<file path="src/rtl/alu_mul_seq.sv">
// alu_mul_seq: multi-cycle unsigned shift-add multiplier that borrows the
// shared combinational alu for its additions. Operands enter on an in_valid /
// in_ready handshake; the low DATA_WIDTH bits of the product and an exact
// overflow flag leave on an out_valid / out_ready handshake.
//
// Handshake semantics: a transfer happens on a rising edge where valid and
// ready are both high. in_ready is high only in IDLE, out_valid only in DONE;
// in_valid is ignored in any other state, and out_valid/out_result/out_overflow
// hold steady while out_ready is low.
module alu_mul_seq #(
    parameter int DATA_WIDTH = 32
) (
    input  logic                  clk,
    input  logic                  rst,
    input  logic                  in_valid,
    output logic                  in_ready,
    input  logic [DATA_WIDTH-1:0] in_a,
    input  logic [DATA_WIDTH-1:0] in_b,
    output logic                  out_valid,
    input  logic                  out_ready,
    output logic [DATA_WIDTH-1:0] out_result,
    output logic                  out_overflow,
    output logic [DATA_WIDTH-1:0] alu_A,
    output logic [DATA_WIDTH-1:0] alu_B,
    output logic [2:0]            alu_ALUop,
    input  logic [DATA_WIDTH-1:0] alu_Result,
    input  logic                  alu_CarryOut
);

    localparam int CW = (DATA_WIDTH > 2) ? $clog2(DATA_WIDTH) : 1;
    localparam logic [2:0] ALU_ADD  = 3'b010;
    localparam logic [2:0] ALU_NONE = 3'b000;

    typedef enum logic [1:0] {
        IDLE = 2'd0,
        RUN  = 2'd1,
        DONE = 2'd2
    } state_t;

    state_t state;
    state_t state_next;

    logic [DATA_WIDTH-1:0] acc;
    logic [DATA_WIDTH-1:0] mcand;
    logic [DATA_WIDTH-1:0] mplier;
    logic [CW-1:0]         cnt;
    logic                  ovf;

    logic accept;
    logic more_bits;
    logic last_iter;

    assign accept    = (state == IDLE) && in_valid;
    // Multiplier bits still waiting to be consumed after this iteration.
    assign more_bits = (mplier >> 1) != '0;
    assign last_iter = !more_bits || (cnt == CW'(DATA_WIDTH - 1));

    // State register.
    always_ff @(posedge clk) begin
        if (rst) begin
            state <= IDLE;
        end else begin
            state <= state_next;
        end
    end

    // Next-state logic.
    always_comb begin
        state_next = state;
        case (state)
            IDLE:    if (in_valid)  state_next = RUN;
            RUN:     if (last_iter) state_next = DONE;
            DONE:    if (out_ready) state_next = IDLE;
            default:                state_next = IDLE;
        endcase
    end

    // Shift-add datapath. Overflow is exact: it is set either by a carry out of
    // an accumulate, or by a set multiplicand bit being shifted out while
    // multiplier bits remain that would still have needed it.
    always_ff @(posedge clk) begin
        if (rst) begin
            acc    <= '0;
            mcand  <= '0;
            mplier <= '0;
            cnt    <= '0;
            ovf    <= 1'b0;
        end else if (accept) begin
            acc    <= '0;
            mcand  <= in_a;
            mplier <= in_b;
            cnt    <= '0;
            ovf    <= 1'b0;
        end else if (state == RUN) begin
            if (mplier[0]) begin
                acc <= alu_Result;
            end
            ovf    <= ovf | (mplier[0] & alu_CarryOut) | (mcand[DATA_WIDTH-1] & more_bits);
            mcand  <= mcand << 1;
            mplier <= mplier >> 1;
            cnt    <= cnt + CW'(1);
        end
    end

    // Output decode; the alu is only claimed while iterating.
    always_comb begin
        in_ready     = (state == IDLE);
        out_valid    = (state == DONE);
        out_result   = acc;
        out_overflow = ovf;
        alu_A        = '0;
        alu_B        = '0;
        alu_ALUop    = ALU_NONE;
        if (state == RUN) begin
            alu_A     = acc;
            alu_B     = mcand;
            alu_ALUop = ALU_ADD;
        end
    end

endmodule
</file>
<file path="config.mk">
export PLATFORM = sky130hd
export DESIGN_NAME = alu_mul_seq
export DESIGN_NICKNAME = d
export VERILOG_FILES = /design/src/rtl/alu_mul_seq.sv
export SDC_FILE = /design/constraint.sdc
export NUM_CORES = 1
export LEC_CHECK = 0
export CORE_MARGIN = 3
export CORE_UTILIZATION = 30
export CTS_CLUSTER_SIZE = 30
export DETAILED_ROUTE_END_ITERATION = 12
export PLACE_DENSITY = 0.61
export SLEW_MARGIN = 15
export SYNTH_ARGS = -nofsm -noshare
export SYNTH_HDL_FRONTEND = slang
export SYNTH_SLANG_ARGS = --single-unit
</file>
<file path="constraint.sdc">
create_clock -name clk -period 2.5 [get_ports clk]
set_input_delay 0.375 -clock clk [delete_from_list [all_inputs] [get_ports clk]]
set_output_delay 0.375 -clock clk [all_outputs]
set_load 0.03 [all_outputs]
</file>
== Word-level counts from Yosys, hierarchy flattened ==
Cells that the tools add are included.
Cells by class
  add/subtract/negate cells: 1
  multipliers: 0
  div/mod/pow operators: 0
  magnitude comparators: 0
  equality and inequality tests: 6
  shifts and indexed selects: 0
  mux-type cells: 11
  bitwise operators: 4
  reduce and logical (&&, ||, !) cells: 9
Operators with widths (count)
  $mux W32: 6
  $reduce_bool A32 Y1: 1
  $mux W2: 4
  $pmux W2 S3: 1
  $add A5 B1 Y5 const B: 1
  $eq A5 B5 Y1 const B: 1
  $ne A2 B2 Y1 const B: 2
  $reduce_and A3 Y1: 1
  $and A1 B1 Y1: 2
  $eq A2 B1 Y1 const B: 1
  $eq A2 B2 Y1 const B: 1
  $logic_not A2 Y1: 1
  $ne A2 B1 Y1 const B: 1
  $or A1 B1 Y1: 2
  $reduce_and A2 Y1: 1
  $reduce_bool A2 Y1: 1
  $reduce_or A2 Y1: 1
  $logic_and A1 B1 Y1: 1
  $logic_not A1 Y1: 1
  $logic_or A1 B1 Y1: 1
Word-level totals
  flip-flop bits (word level): 104
  latch bits: 0
  memory bits (writable): 0
  ROM bits: 0
  input port bits: 101
  logic and storage cells: 37
  memories: 0

== Logic depth before layout (Yosys ltp) ==
  depth in word-level cells: 5
  depth in mapped cells: 7
  mapped depth without buffers: 5

== Worst setup path before layout ==
Ideal clock, no wire load.
  kind: register to output
  start: register state[0]
  end: output port alu_A[22]
  arrival: 1537 ps
  required time: 2125 ps
  slack: 588 ps
  stages on the path, launching flop included: 6
  buffers on the path: 2
  cell sequence: dfxtp_1 > nand2b_4 > inv_2 > buf_6 > clkbuf_1 > and2_1
On the way
  word-level cells in the longest chain between the ends: 2
Ends and longest elaborated chain
  start: declaration: RTL line 40  | state_t state;
  start signal: assignment: RTL line 63  | state <= state_next;
  $eq A2 B1 Y1: RTL line 114  | if (state == RUN) begin
  $mux W32: RTL line 114
  end: declaration: RTL line 23  | output logic [DATA_WIDTH-1:0] alu_A,
No other way between the ends.

== Final worst setup path ==
  start: register state[0]
  end: output port alu_B[8]
On the way
  word-level cells in the longest chain between the ends: 2
Ends and longest elaborated chain
  $eq A2 B1 Y1: RTL line 114
  $mux W32: RTL line 114
  end: declaration: RTL line 24  | output logic [DATA_WIDTH-1:0] alu_B,
No other way between the ends.

==> summary by stage <==
Run status
The flow ran to the end, and the final reports show no timing, DRC or antenna violations.

Clock tree
The clock latency on the worst-skew pair is 0.34 ns. TritonCTS built the clock tree. The maximum level of the CTS H-tree is 3. CTS placed an instance of sky130_fd_sc_hd__clkbuf_16 at the clock tree root. The number of clock buffers added by TritonCTS is 9. The buffers inserted during post-CTS setup optimization is 0. The number of sinks on the clock net is 104. The clock transition time at the flip-flop clock pins of the worst setup and hold paths is 0.07 ns. The number of buffers on the longest clock path is 2.

Worst setup path
The reg-to-reg critical path startpoint is state[0]. The required time reported for the critical path endpoint is 2.12 ns. The setup path with the least slack is of type flip-flop to primary output. STA classifies the critical path endpoint as a primary output.

STA classifies the critical path startpoint as a flip-flop. For the worst flop-to-flop path, the logic depth is 6. The capturing point of the worst reg2reg path is out_result[10]. Of all nets on the critical path, the largest fanout is 30. The worst register-to-register path has a setup slack of 0.59 ns.

Data arrives at the worst endpoint at 1.89 ns.

Synthesis
After synthesis, the most frequently instantiated cells are sky130_fd_sc_hd__nand2_1 (134), sky130_fd_sc_hd__a21oi_1 (132), sky130_fd_sc_hd__dfxtp_1 (104). Of all flip-flops after synthesis, the portion carrying an async set or reset was 0. After synthesis, the cell types taking the most area are sky130_fd_sc_hd__dfxtp_1 (47%), sky130_fd_sc_hd__a21oi_1 (15%), sky130_fd_sc_hd__nand2_1 (11%). The biggest area contributor in the post-synthesis netlist is sky130_fd_sc_hd__dfxtp_1. The portion of the post-synthesis area used by sequential elements is 0.472. Yosys printed 0 warnings. In this run the cell area of the synthesized design comes to 4410 um^2.

The distinct cell type count of the synthesized netlist is 31. Among all cell types in the netlist, the one instantiated most often is sky130_fd_sc_hd__nand2_1. The share of synthesized area in the top cell type comes to 0.472. Dividing the synthesized area by the synthesized cell count gives 8.06 um^2. Counting every instance in the synthesized netlist gives 547. The number of enable-type register cells in the synthesized netlist is 0.

The synthesized design contains 104 register bits. The dominant synthesized flop cell is sky130_fd_sc_hd__dfxtp_1.

Pwr
Summed over all cells, the static leakage comes to 2.50 nW. The worst-case IR drop observed on VDD is 0.000284 V. The total power divided by cell area is 613 nW/um^2.

Power comes to 0.00406 W.

Final layout
The filler cell count in the final layout is 1394. In the final layout, flip-flops and latches occupy 2080 um^2. The area growth from synthesis to layout is 50.2%. The final net count is 826. The core utilization of the finished layout is 0.468. The antenna cell count is 0. The share of final-layout standard cells stronger than drive strength 1 is 0.130. The area occupied by multi-input gates is 2070 um^2. After routing the design area is 6620 um^2.

Placed design
The count of buffers added on input and output ports is 200. Routability-driven placement finished with a final weighted congestion of 0.783. The cell area reported after detailed placement is 6300 um^2. The detailed placement HPWL is 9290 um.

STA
The worst clock skew is 0.00718 ns. Setup repair after global routing left no endpoint under its margin. At the pin with the least slew margin, the transition time is 0.824 ns. The final critical-path share of the clock period is 0.907. The max-slew violation total from the final report came to 0.

The total count of hold-check failures in the final report came to 0. Setup violations remaining at the end of the flow were counted as 0. After routing, the total negative slack on setup checks comes to 0 ns. The minimum clock period is 2.27 ns. The upper clock frequency limit is 0.441 GHz. The headroom to the max-slew limit is 0.451.

Route
The highest signal layer in the routed design is met4. The routed design uses 5960 um of met2 wire. The final antenna-violating net count is 0. In the detailed route, the total length drawn on met3 is 1200 um. After detailed routing, the number of remaining DRC violations is 0.

The number of DRC markers after the initial detailed-route iteration is 175. The routed layout has 4385 vias. Using the TritonRoute via totals, the vias-per-cell ratio works out to 4.83. For this run, the detailed router's first-pass iteration total came to 4. The post-detailed-route wirelength per cell is 14.4 um. After detailed routing, the total wire length is 13100 um. For this block, wires on met1 add up to 5650 um.

Min path
Along the worst hold path, the cell count comes to 2. The type of the tightest min-delay check is input pin to flip-flop. The worst min-delay path startpoint is rst. The worst-case hold path end point is mplier[29].

Die
The effective utilization at floorplan is 0.311. In this run the vertical extent of the chip is 127 um. The die outline area is 16200 um^2. The die span in x is 127 um.

The region available for standard cell placement spans 14100 um^2. The row count is 43. Pin placement for this block handled 203 I/O pins.

Global route
The total track usage is 0.154. The maximum number of pins on one net before global-route repair is 63. After global routing the overflow that remains totals 0.

The number of global-route vias before repair was 4053. The first global-routing pass estimated 20200 um of wire. The initial antenna violation count is 0.

Job
Across the run, the number of max-cap violations was 0.
-- report_power, final --
part           leakage [nW]  internal (W)  switching [W]
clock network         0.159      0.000885       0.000599
registers             0.849       0.00176      0.0000660
logic                  1.49      0.000331       0.000417
total                  2.50       0.00298        0.00108
-- timing repair --
item	CTS	global route
hold buffers	0	0
gates resized for setup	0	2
setup endpoints to repair	0	17
-- sequential cells by signal (all words and copies together) (netlist names) --
register,count
mplier,32
mcand,32
out_result,32
cnt,5
out_overflow,1
state,2
-- area by class of cell --
type	count	share of cell area
Clock buffer	14	0.0429
Clock inverter	2	0.00529
Inverter	1	0.000945
Multi-Input combinational cell	399	0.312
Sequential cell	104	0.314
Tap cell	180	0.0340
Timing Repair Buffer	208	0.290
-- cells by family after synthesis --
kind of cell             share of synthesized area
other                                     0.000851
flip-flops                                   0.472
AO/OA/AOI/OAI                                0.207
AND/OR/NAND/NOR                              0.249
XOR/XNOR                                   0.00596
buffers and inverters                       0.0591
adder cells (fa/ha/maj)                    0.00568
-- critical path: stages (launching register included) --
cell	delay [ns]
sky130_fd_sc_hd__dfxtp_1	0.46
sky130_fd_sc_hd__nand2b_4	0.12
sky130_fd_sc_hd__inv_4	0.23
sky130_fd_sc_hd__buf_4	0.34
sky130_fd_sc_hd__and2_1	0.21
sky130_fd_sc_hd__buf_4	0.17
-- metrics by stage --
| stage | hold slack, ns | worst slack, ns | cells |
|---|---|---|---|
| global route | 0.366 | 0.0914 | 908 |
| detailed placement | 0.439 | 0.336 | 892 |
| CTS | 0.334 | 0.0726 | 908 |
| global placement | 0.434 | 0.422 | 892 |
| finish | 0.355 | 0.233 | 908 |
| floorplan | 0.427 | 0.588 | 548 |
-- worst max-delay path by stage --
stage / to / slack, ns / from
2_1_floorplan: alu_A[22] / 0.59 / state[0]
3_3_place_gp: mcand[30] / 0.42 / in_valid
3_5_place_dp: mcand[12] / 0.34 / in_valid
4_1_cts: alu_B[8] / 0.07 / state[0]
5_1_grt: alu_B[2] / 0.09 / state[0]
6_report: alu_B[8] / 0.23 / state[0]
-- routing by layer --
layer / vias up / global-route usage
li1: 2197 / -
met1: 1991 / 0.194
met2: 180 / 0.248
met3: 17 / 0.0477
met4: 0 / 0.0562
met5: - / 0
-- placed cells by master, fill, tap and decap left out, types with 3 or more instances in the layout --
cell type                           n
sky130_fd_sc_hd__clkbuf_16          9
sky130_fd_sc_hd__clkdlybuf4s50_1  134
sky130_fd_sc_hd__dfxtp_1          104
sky130_fd_sc_hd__nand2_1          134
sky130_fd_sc_hd__clkbuf_8           4
sky130_fd_sc_hd__a21oi_1          132
sky130_fd_sc_hd__buf_4             71
sky130_fd_sc_hd__a22oi_1           31
sky130_fd_sc_hd__and2_1            65
sky130_fd_sc_hd__nor2_1             5
sky130_fd_sc_hd__nor4_1             7
sky130_fd_sc_hd__nand4_1            3
Power figures use the tool's default switching activity.
